### src/rtl/fpu_ss_issue_ctrl.sv
`default_nettype none
// ============================================================================
// fpu_ss_issue_ctrl : in-order issue/retire controller for the FPU subsystem.
// Optional perf counters: define FPU_SS_ISSUE_CTRL_PERF_EN.   Rev 1.0
// ============================================================================

package acc_pkg;
    typedef enum logic {
        READ  = 1'b0,
        WRITE = 1'b1
    } mem_req_type_e;
endpackage

module fpu_ss_issue_ctrl #(
    parameter int unsigned MAX_INFLIGHT        = 4,
    parameter int unsigned MEM_MAX_OUTSTANDING = 2,
    parameter int unsigned INT_WB_DELAY        = 1
) (
    input  logic                              clk_i,
    input  logic                              rst_i,
    input  logic                              pop_valid_i,
    output logic                              pop_ready_o,
    input  logic                              use_fpu_i,
    input  logic                              rd_is_fp_i,
    input  logic                              csr_instr_i,
    input  logic                              is_load_i,
    input  logic                              is_store_i,
    output logic                              fpu_in_valid_o,
    input  logic                              fpu_in_ready_i,
    input  logic                              fpu_out_valid_i,
    output logic                              fpu_out_ready_o,
    output logic                              fpr_we_o,
    output logic                              c_p_valid_o,
    input  logic                              c_p_ready_i,
    output logic                              cmem_q_valid_o,
    input  logic                              cmem_q_ready_i,
    output acc_pkg::mem_req_type_e            cmem_q_req_type_o,
    output logic                              cmem_q_mode_o,
    output logic                              cmem_q_spec_o,
    output logic                              cmem_q_endoftransaction_o,
    input  logic                              cmem_p_valid_i,
    output logic                              cmem_p_ready_o,
    output logic [$clog2(MAX_INFLIGHT):0]     inflight_cnt_o,
`ifdef FPU_SS_ISSUE_CTRL_PERF_EN
    output logic [31:0]                       perf_issued_o,
    output logic [31:0]                       perf_retired_o,
    output logic [31:0]                       perf_stall_o,
`endif
    output logic                              idle_o
);

    localparam int unsigned PTR_W = $clog2(MAX_INFLIGHT);
    localparam int unsigned CNT_W = PTR_W + 1;
    localparam logic [CNT_W-1:0] MAX_CNT  = CNT_W'(MAX_INFLIGHT);
    localparam logic [CNT_W-1:0] MEM_MAX  = CNT_W'(MEM_MAX_OUTSTANDING);
    localparam logic [CNT_W-1:0] CNT_ONE  = CNT_W'(1);
    localparam logic [PTR_W-1:0] PTR_ONE  = PTR_W'(1);
    localparam logic [2:0]       WAIT_TGT = 3'(INT_WB_DELAY);

    typedef enum logic [2:0] {
        CLS_INT = 3'd0,
        CLS_FPF = 3'd1,
        CLS_FPI = 3'd2,
        CLS_LD  = 3'd3,
        CLS_ST  = 3'd4
    } cls_e;

    cls_e               cls_q [MAX_INFLIGHT];
    cls_e               issue_cls;
    cls_e               head_cls;
    logic [PTR_W-1:0]   wr_ptr;
    logic [PTR_W-1:0]   rd_ptr;
    logic [CNT_W-1:0]   occ;
    logic [CNT_W-1:0]   mem_cnt;
    logic [2:0]         wait_cnt;
    logic               room;
    logic               mem_room;
    logic               head_valid;
    logic               do_pop;
    logic               do_retire;
    logic               mem_req_hs;
    logic               mem_rsp_hs;

    assign room       = (occ < MAX_CNT);
    assign mem_room   = (mem_cnt < MEM_MAX);
    assign head_valid = (occ != '0);
    assign head_cls   = cls_q[rd_ptr];

    always_comb begin
        issue_cls = CLS_INT;
        if (csr_instr_i)     issue_cls = CLS_INT;
        else if (is_load_i)  issue_cls = CLS_LD;
        else if (is_store_i) issue_cls = CLS_ST;
        else if (use_fpu_i)  issue_cls = rd_is_fp_i ? CLS_FPF : CLS_FPI;
    end

    // Issue side; every handshake output is forced low while reset is held.
    always_comb begin
        fpu_in_valid_o = 1'b0;
        cmem_q_valid_o = 1'b0;
        do_pop         = 1'b0;
        if (!rst_i && pop_valid_i && room) begin
            case (issue_cls)
                CLS_FPF, CLS_FPI: begin
                    fpu_in_valid_o = 1'b1;
                    do_pop         = fpu_in_ready_i;
                end
                CLS_LD, CLS_ST: begin
                    cmem_q_valid_o = mem_room;
                    do_pop         = mem_room && cmem_q_ready_i;
                end
                default: do_pop = 1'b1;
            endcase
        end
    end

    assign pop_ready_o               = do_pop;
    assign cmem_q_req_type_o         = (!rst_i && pop_valid_i && issue_cls == CLS_ST)
                                       ? acc_pkg::WRITE : acc_pkg::READ;
    assign cmem_q_mode_o             = 1'b0;
    assign cmem_q_spec_o             = 1'b0;
    assign cmem_q_endoftransaction_o = cmem_q_valid_o;

    // Retire side: only the head entry may consume a result, others stall.
    always_comb begin
        fpu_out_ready_o = 1'b0;
        fpr_we_o        = 1'b0;
        c_p_valid_o     = 1'b0;
        cmem_p_ready_o  = 1'b0;
        do_retire       = 1'b0;
        if (!rst_i && head_valid) begin
            case (head_cls)
                CLS_FPF: begin
                    fpu_out_ready_o = 1'b1;
                    fpr_we_o        = fpu_out_valid_i;
                    do_retire       = fpu_out_valid_i;
                end
                CLS_FPI: begin
                    c_p_valid_o     = fpu_out_valid_i;
                    fpu_out_ready_o = c_p_ready_i;
                    do_retire       = fpu_out_valid_i && c_p_ready_i;
                end
                CLS_LD: begin
                    cmem_p_ready_o  = 1'b1;
                    fpr_we_o        = cmem_p_valid_i;
                    do_retire       = cmem_p_valid_i;
                end
                CLS_ST: begin
                    cmem_p_ready_o  = 1'b1;
                    do_retire       = cmem_p_valid_i;
                end
                default: begin
                    c_p_valid_o     = (wait_cnt == WAIT_TGT);
                    do_retire       = (wait_cnt == WAIT_TGT) && c_p_ready_i;
                end
            endcase
        end
    end

    assign mem_req_hs = cmem_q_valid_o && cmem_q_ready_i;
    assign mem_rsp_hs = cmem_p_valid_i && cmem_p_ready_o;

    always_ff @(posedge clk_i or posedge rst_i) begin
        if (rst_i) begin
            wr_ptr   <= '0;
            rd_ptr   <= '0;
            occ      <= '0;
            mem_cnt  <= '0;
            wait_cnt <= '0;
        end else begin
            if (do_pop)    wr_ptr <= wr_ptr + PTR_ONE;
            if (do_retire) rd_ptr <= rd_ptr + PTR_ONE;

            case ({do_pop, do_retire})
                2'b10:   occ <= occ + CNT_ONE;
                2'b01:   occ <= occ - CNT_ONE;
                default: occ <= occ;
            endcase

            case ({mem_req_hs, mem_rsp_hs})
                2'b10:   mem_cnt <= mem_cnt + CNT_ONE;
                2'b01:   mem_cnt <= mem_cnt - CNT_ONE;
                default: mem_cnt <= mem_cnt;
            endcase

            // Restarting at zero on every retire gives the next head a fresh delay.
            if (do_retire)
                wait_cnt <= '0;
            else if (head_valid && head_cls == CLS_INT && wait_cnt != WAIT_TGT)
                wait_cnt <= wait_cnt + 3'd1;
        end
    end

    always_ff @(posedge clk_i) begin
        if (do_pop) cls_q[wr_ptr] <= issue_cls;
    end

    assign inflight_cnt_o = occ;
    assign idle_o         = (occ == '0) && (mem_cnt == '0);

`ifdef FPU_SS_ISSUE_CTRL_PERF_EN
    logic [31:0] perf_issued;
    logic [31:0] perf_retired;
    logic [31:0] perf_stall;

    always_ff @(posedge clk_i or posedge rst_i) begin
        if (rst_i) begin
            perf_issued  <= '0;
            perf_retired <= '0;
            perf_stall   <= '0;
        end else begin
            if (do_pop)                  perf_issued  <= perf_issued + 32'd1;
            if (do_retire)               perf_retired <= perf_retired + 32'd1;
            if (pop_valid_i && !do_pop)  perf_stall   <= perf_stall + 32'd1;
        end
    end

    assign perf_issued_o  = perf_issued;
    assign perf_retired_o = perf_retired;
    assign perf_stall_o   = perf_stall;
`endif

endmodule

`default_nettype wire

### config.mk
export PLATFORM = sky130hd
export DESIGN_NAME = fpu_ss_issue_ctrl
export DESIGN_NICKNAME = d
export VERILOG_FILES = /design/src/rtl/fpu_ss_issue_ctrl.sv
export SDC_FILE = /design/constraint.sdc
export NUM_CORES = 1
export LEC_CHECK = 0
export BUFFER_PORTS_ARGS = -buffer_cell sky130_fd_sc_hd__buf_4
export CORE_ASPECT_RATIO = 1.2
export CORE_MARGIN = 2
export CORE_UTILIZATION = 30
export CTS_BUF_LIST = sky130_fd_sc_hd__clkbuf_4 sky130_fd_sc_hd__clkbuf_8
export CTS_CLUSTER_DIAMETER = 40
export CTS_CLUSTER_SIZE = 28
export DETAILED_ROUTE_END_ITERATION = 16
export HOLD_SLACK_MARGIN = 0.05
export MAX_ROUTING_LAYER = met4
export SYNTH_ARGS = -nofsm -noshare
export SYNTH_HDL_FRONTEND = slang
export SYNTH_SLANG_ARGS = --single-unit
export TNS_END_PERCENT = 1
### constraint.sdc
create_clock -name clk_i -period 3.7 [get_ports clk_i]
set_input_delay 0.74 -clock clk_i [delete_from_list [all_inputs] [get_ports clk_i]]
set_output_delay 0.74 -clock clk_i [all_outputs]
set_load 0.005 [all_outputs]
==> reports/metrics.sh <==
CRIT_PATH_CATEGORY='flop to flop'
ROUTED_WIRE_LENGTH_PER_INSTANCE_UM=12.6
DRTANTENNAVIOLNETS=0
DR_TOTAL_VIAS=1019
POWER.SEQUENTIAL.FRACTION_PCT=38.1
DIE-WIDTH_UM=68.6
MAX_SLEW.WORST_PIN.SLEW_PS=616
POWER_LEAKAGE_nW=0.792
POSTLAYOUTCOREUTIL_PCT=36.8
SHARE_COMB_OF_TOTAL_POWER_PCT=48.4
CLOCK_SLEW_AT_REPORTED_PATH_FFS_PS=80
GPL.FINAL_WEIGHTED_CONGESTION=0.745
WORST_EP_ARRIVAL_TIME_PS=3430
CLK_PATH_BUF_DEPTH=2
LAYOUT.NETS=184
GRT_FIRST_PASS_WIRELENGTH_UM=4620
CLOCKPOWERSHARE_PCT=13.5
CHIPHEIGHT_UM=81.5
FINALSETUPVIOLATIONS=0
INITIAL_UTILIZATION_PCT=30.9
DRCVIOLATIONCOUNT=0
DRV_CAP=0
SWITCHING_PART_OF_THE_TOTAL_POWER_PCT=37.3
DETAIL_ROUTE.VIAS_PER_CELL=4.63
WORST_SETUP_PATH_START_KIND='flop'
SYN2LAYOUT_AREA_GROWTH_PCT=19.3
FLOORPLAN.CORE_AREA_SQ_MM=0.00487
WORSTREG2REGSTART='rd_ptr[0]'
CRIT_PATH_TOP_DELAY_CELL='sky130_fd_sc_hd__mux4_2'
FP-ROW-COUNT=28
TIMING.CRITICAL_PATH.TO_TYPE='flop'
TOP_CELLS_BY_AREA_IN_THE_SYNTHESIZED_NETLIST='sky130_fd_sc_hd__edfxtp_1 24%, sky130_fd_sc_hd__dfrtp_1 22%, sky130_fd_sc_hd__ha_1 6.7%, sky130_fd_sc_hd__mux4_2 4.5%, sky130_fd_sc_hd__xor2_1 3.5%'
SYNTH.AVG_CELL_AREA_SQ_UM=11.4
POST_CTS_BUFFERS=0
SYNTH_WARNINGS=0
ANTENNADIODECOUNT=0
FINAL_HOLD_VIOL_COUNT=0
ANTENNA_FOUND_INITIAL=0
GRT_START_MAX_NET_PINS=15
WORST_EP_REQUIRED_TIME_PS=3890
RUN_STATUS='completed'
CTS_TREE='yes'
RSZ0062_AT_GRT='false'
WHS_PATH_DEPTH=1
DIE_AREA_SQ_MM=0.00559
R2R_SLACK_PS=460
DETAIL_ROUTE.FIRST_PASS.ITERATIONS=4
MIN-DELAY-START='mem_cnt[0]'
CLOCK-ROOT-BUFFER='sky130_fd_sc_hd__clkbuf_8'
SYNTH.LIB_CELLS_USED.DISTINCT=40
TOTALWIRELENGTH_UM=2780
CLOCK_TREE.HTREE_LEVEL_COUNT=1
WHS_ENDPOINT='mem_cnt[0]'
WORSTREG2REGEND='mem_cnt[2]'
MAXSLEWVIOLCOUNT=0
WORSTPATHMAXFANOUT=10
HP-CLASS='flop to flop'
P_INT_mW=0.729
FF2FF_PATH_DEPTH=10
IOS=28
SEQ_AREA_FRAC_SYNTH_PCT=45.6
NUMCLOCKSINKS=25
GLOBALROUTE.TOTALOVERFLOW=0
DETAILED_PLACE.AREA_SQ_MM=0.00175
FILLERS=479
VDD_IR_DROP_MAX_mV=0.230
TOTAL_SWITCHING_POWER_mW=0.434
YS_SEQ_ELEMENTS=25
WORST_CLK_SKEW_PS=1.83
CTS-BUFFERS-INSERTED=3
CRIT_TOP_CELL='sky130_fd_sc_hd__xor2_1'
WORST_SLEW_MARGIN_REL_PCT=58.6
SYNTH.CELL_AREA_SQ_MM=0.00150
DETAILEDROUTE.FIRSTITERATIONVIOLATIONS=37
VIA_COUNT_OF_THE_FIRST_GLOBAL_ROUTING_PASS=1008
CRITICAL_PATH.MAX_STAGE_DELAY_PS=670
PERIOD_SHARE_PCT=87.5
POSTLAYOUTCELLAREA_SQ_MM=0.00179
NETLIST_INSTANCES=132
CLOCK.FMAX_MHz=309
CTS.REPAIR.RESIZED=0
FINALCRITICALPERIOD_PS=3240
FINAL_LAYOUT_SIZE_SUFFIX_GT1_SHARE_PCT=26.3
YOSYSTOPAREACELLSHARE_PCT=24.0
FINALSETUPTNS_PS=0
HPWLAFTERDP_UM=2230
PORTBUFS=25
POWER_DENSITY_mW_PER_MM2=649
TOP_CELL_TYPE_BY_TOTAL_AREA_AFTER_SYNTHESIS='sky130_fd_sc_hd__edfxtp_1'
INSERTION_DELAY_PS=260
WORSTPATHCELLLIST='mux4_2 -> or3b_4 -> a21boi_0 -> and2_1 -> ha_1 -> inv_1 -> fa_1 -> xor2_1 -> nor2_1 -> xor2_1'
GLOBALROUTETOTALUTIL_PCT=11.2
CTS_HOLD_REPAIR.BUFFERS=0
registers in the layout (all words and copies together), names as in the netlist:
signal,flops
inflight_cnt_o,3
mem_cnt,3
wr_ptr,2
wait_cnt,3
cls_q,12
rd_ptr,2
metrics by stage:
step	cells	power, mW	hold slack [ps]	setup WS, ps
finish	220	1.16	471	463
detailed placement	216	1.01	457	475
CTS	220	1.18	475	432
global route	220	1.27	496	251
floorplan	133	0.876	437	770
global placement	216	1.00	455	500
logic make-up (layout without fill, tap and decap cells):
family	count (synthesis)	after routing	share of synthesized area (%)
AND/OR/NAND/NOR	47	47	16.7
flip-flops	25	25	45.6
buffers and inverters	17	44	5.99
AO/OA/AOI/OAI	13	13	7.25
XOR/XNOR	11	11	6.91
adder cells (fa/ha/maj)	10	10	9.33
multiplexers	8	8	7.91
other	1	2	0.250
placed cells by master, fill, tap and decap left out, drive strengths merged, types with 5 or more instances in the layout:
cell,count
ha,8
xor2,7
inv,12
and2,5
edfxtp,12
dfrtp,13
nor2,12
buf,28
nand2,7
nor3,5
how the worst max path moves through the flow:
stage              start         end  slack [ps]
3_5_place_dp   rd_ptr[0]  mem_cnt[2]         480
3_3_place_gp   rd_ptr[0]  mem_cnt[2]         500
2_1_floorplan  rd_ptr[0]  mem_cnt[2]         770
4_1_cts        rd_ptr[0]  mem_cnt[2]         430
5_1_grt        rd_ptr[0]  mem_cnt[2]         250
6_report       rd_ptr[0]  mem_cnt[2]         460
final cells by class:
type | count | area (sq um) | area share (%)
Clock buffer | 3 | 41.3 | 2.30
Clock inverter | 1 | 5.00 | 0.279
Inverter | 12 | 45.0 | 2.51
Multi-Input combinational cell | 91 | 731 | 40.8
Sequential cell | 25 | 686 | 38.2
Tap cell | 60 | 75.1 | 4.19
Timing Repair Buffer | 28 | 210 | 11.7
cells in the mapped netlist (all sizes together):
cell type  count
a21boi         1
a21o           2
a21oi          3
a22o           1
a22oi          1
a31oi          1
and2           5
and3           2
buf            5
conb           1
dfrtp         13
edfxtp        12
fa             2
ha             8
inv           12
mux2           1
mux2i          4
mux4           3
nand2          7
nand2b         2
nand3          1
nand3b         3
nor2          12
nor2b          2
nor3           5
nor3b          1
nor4           3
o2111a         1
o211ai         1
o21bai         1
o311a          1
or2            1
or3            2
or3b           1
xnor2          4
xor2           7
power groups by stage:
stage	sequential, mW	combinational [mW]	clock, mW
2_1_floorplan	0.423	0.452	0
3_3_place_gp	0.449	0.555	0
3_5_place_dp	0.450	0.564	0
4_1_cts	0.444	0.570	0.166
5_1_grt	0.456	0.639	0.174
6_report	0.443	0.563	0.158
critical path, delay by kind of cell (launching register included):
family | cells | cell delay [ps]
AO/OA/AOI/OAI | 1 | 270
adder cells (fa/ha/maj) | 2 | 570
XOR/XNOR | 2 | 310
multiplexers | 1 | 670
AND/OR/NAND/NOR | 3 | 760
flip-flops | 1 | 520
buffers and inverters | 1 | 60
metal layers:
layer  track usage (%)  up-vias  part of all wire [%]
li1                  -      509                     -
met1              14.4      480                    48
met2              18.4       28                    47
met3              1.37        2                   5.1
met4              3.60        0                  0.36
met5                 -        -                     0
Note: power is estimated with default switching activity, not from simulation.
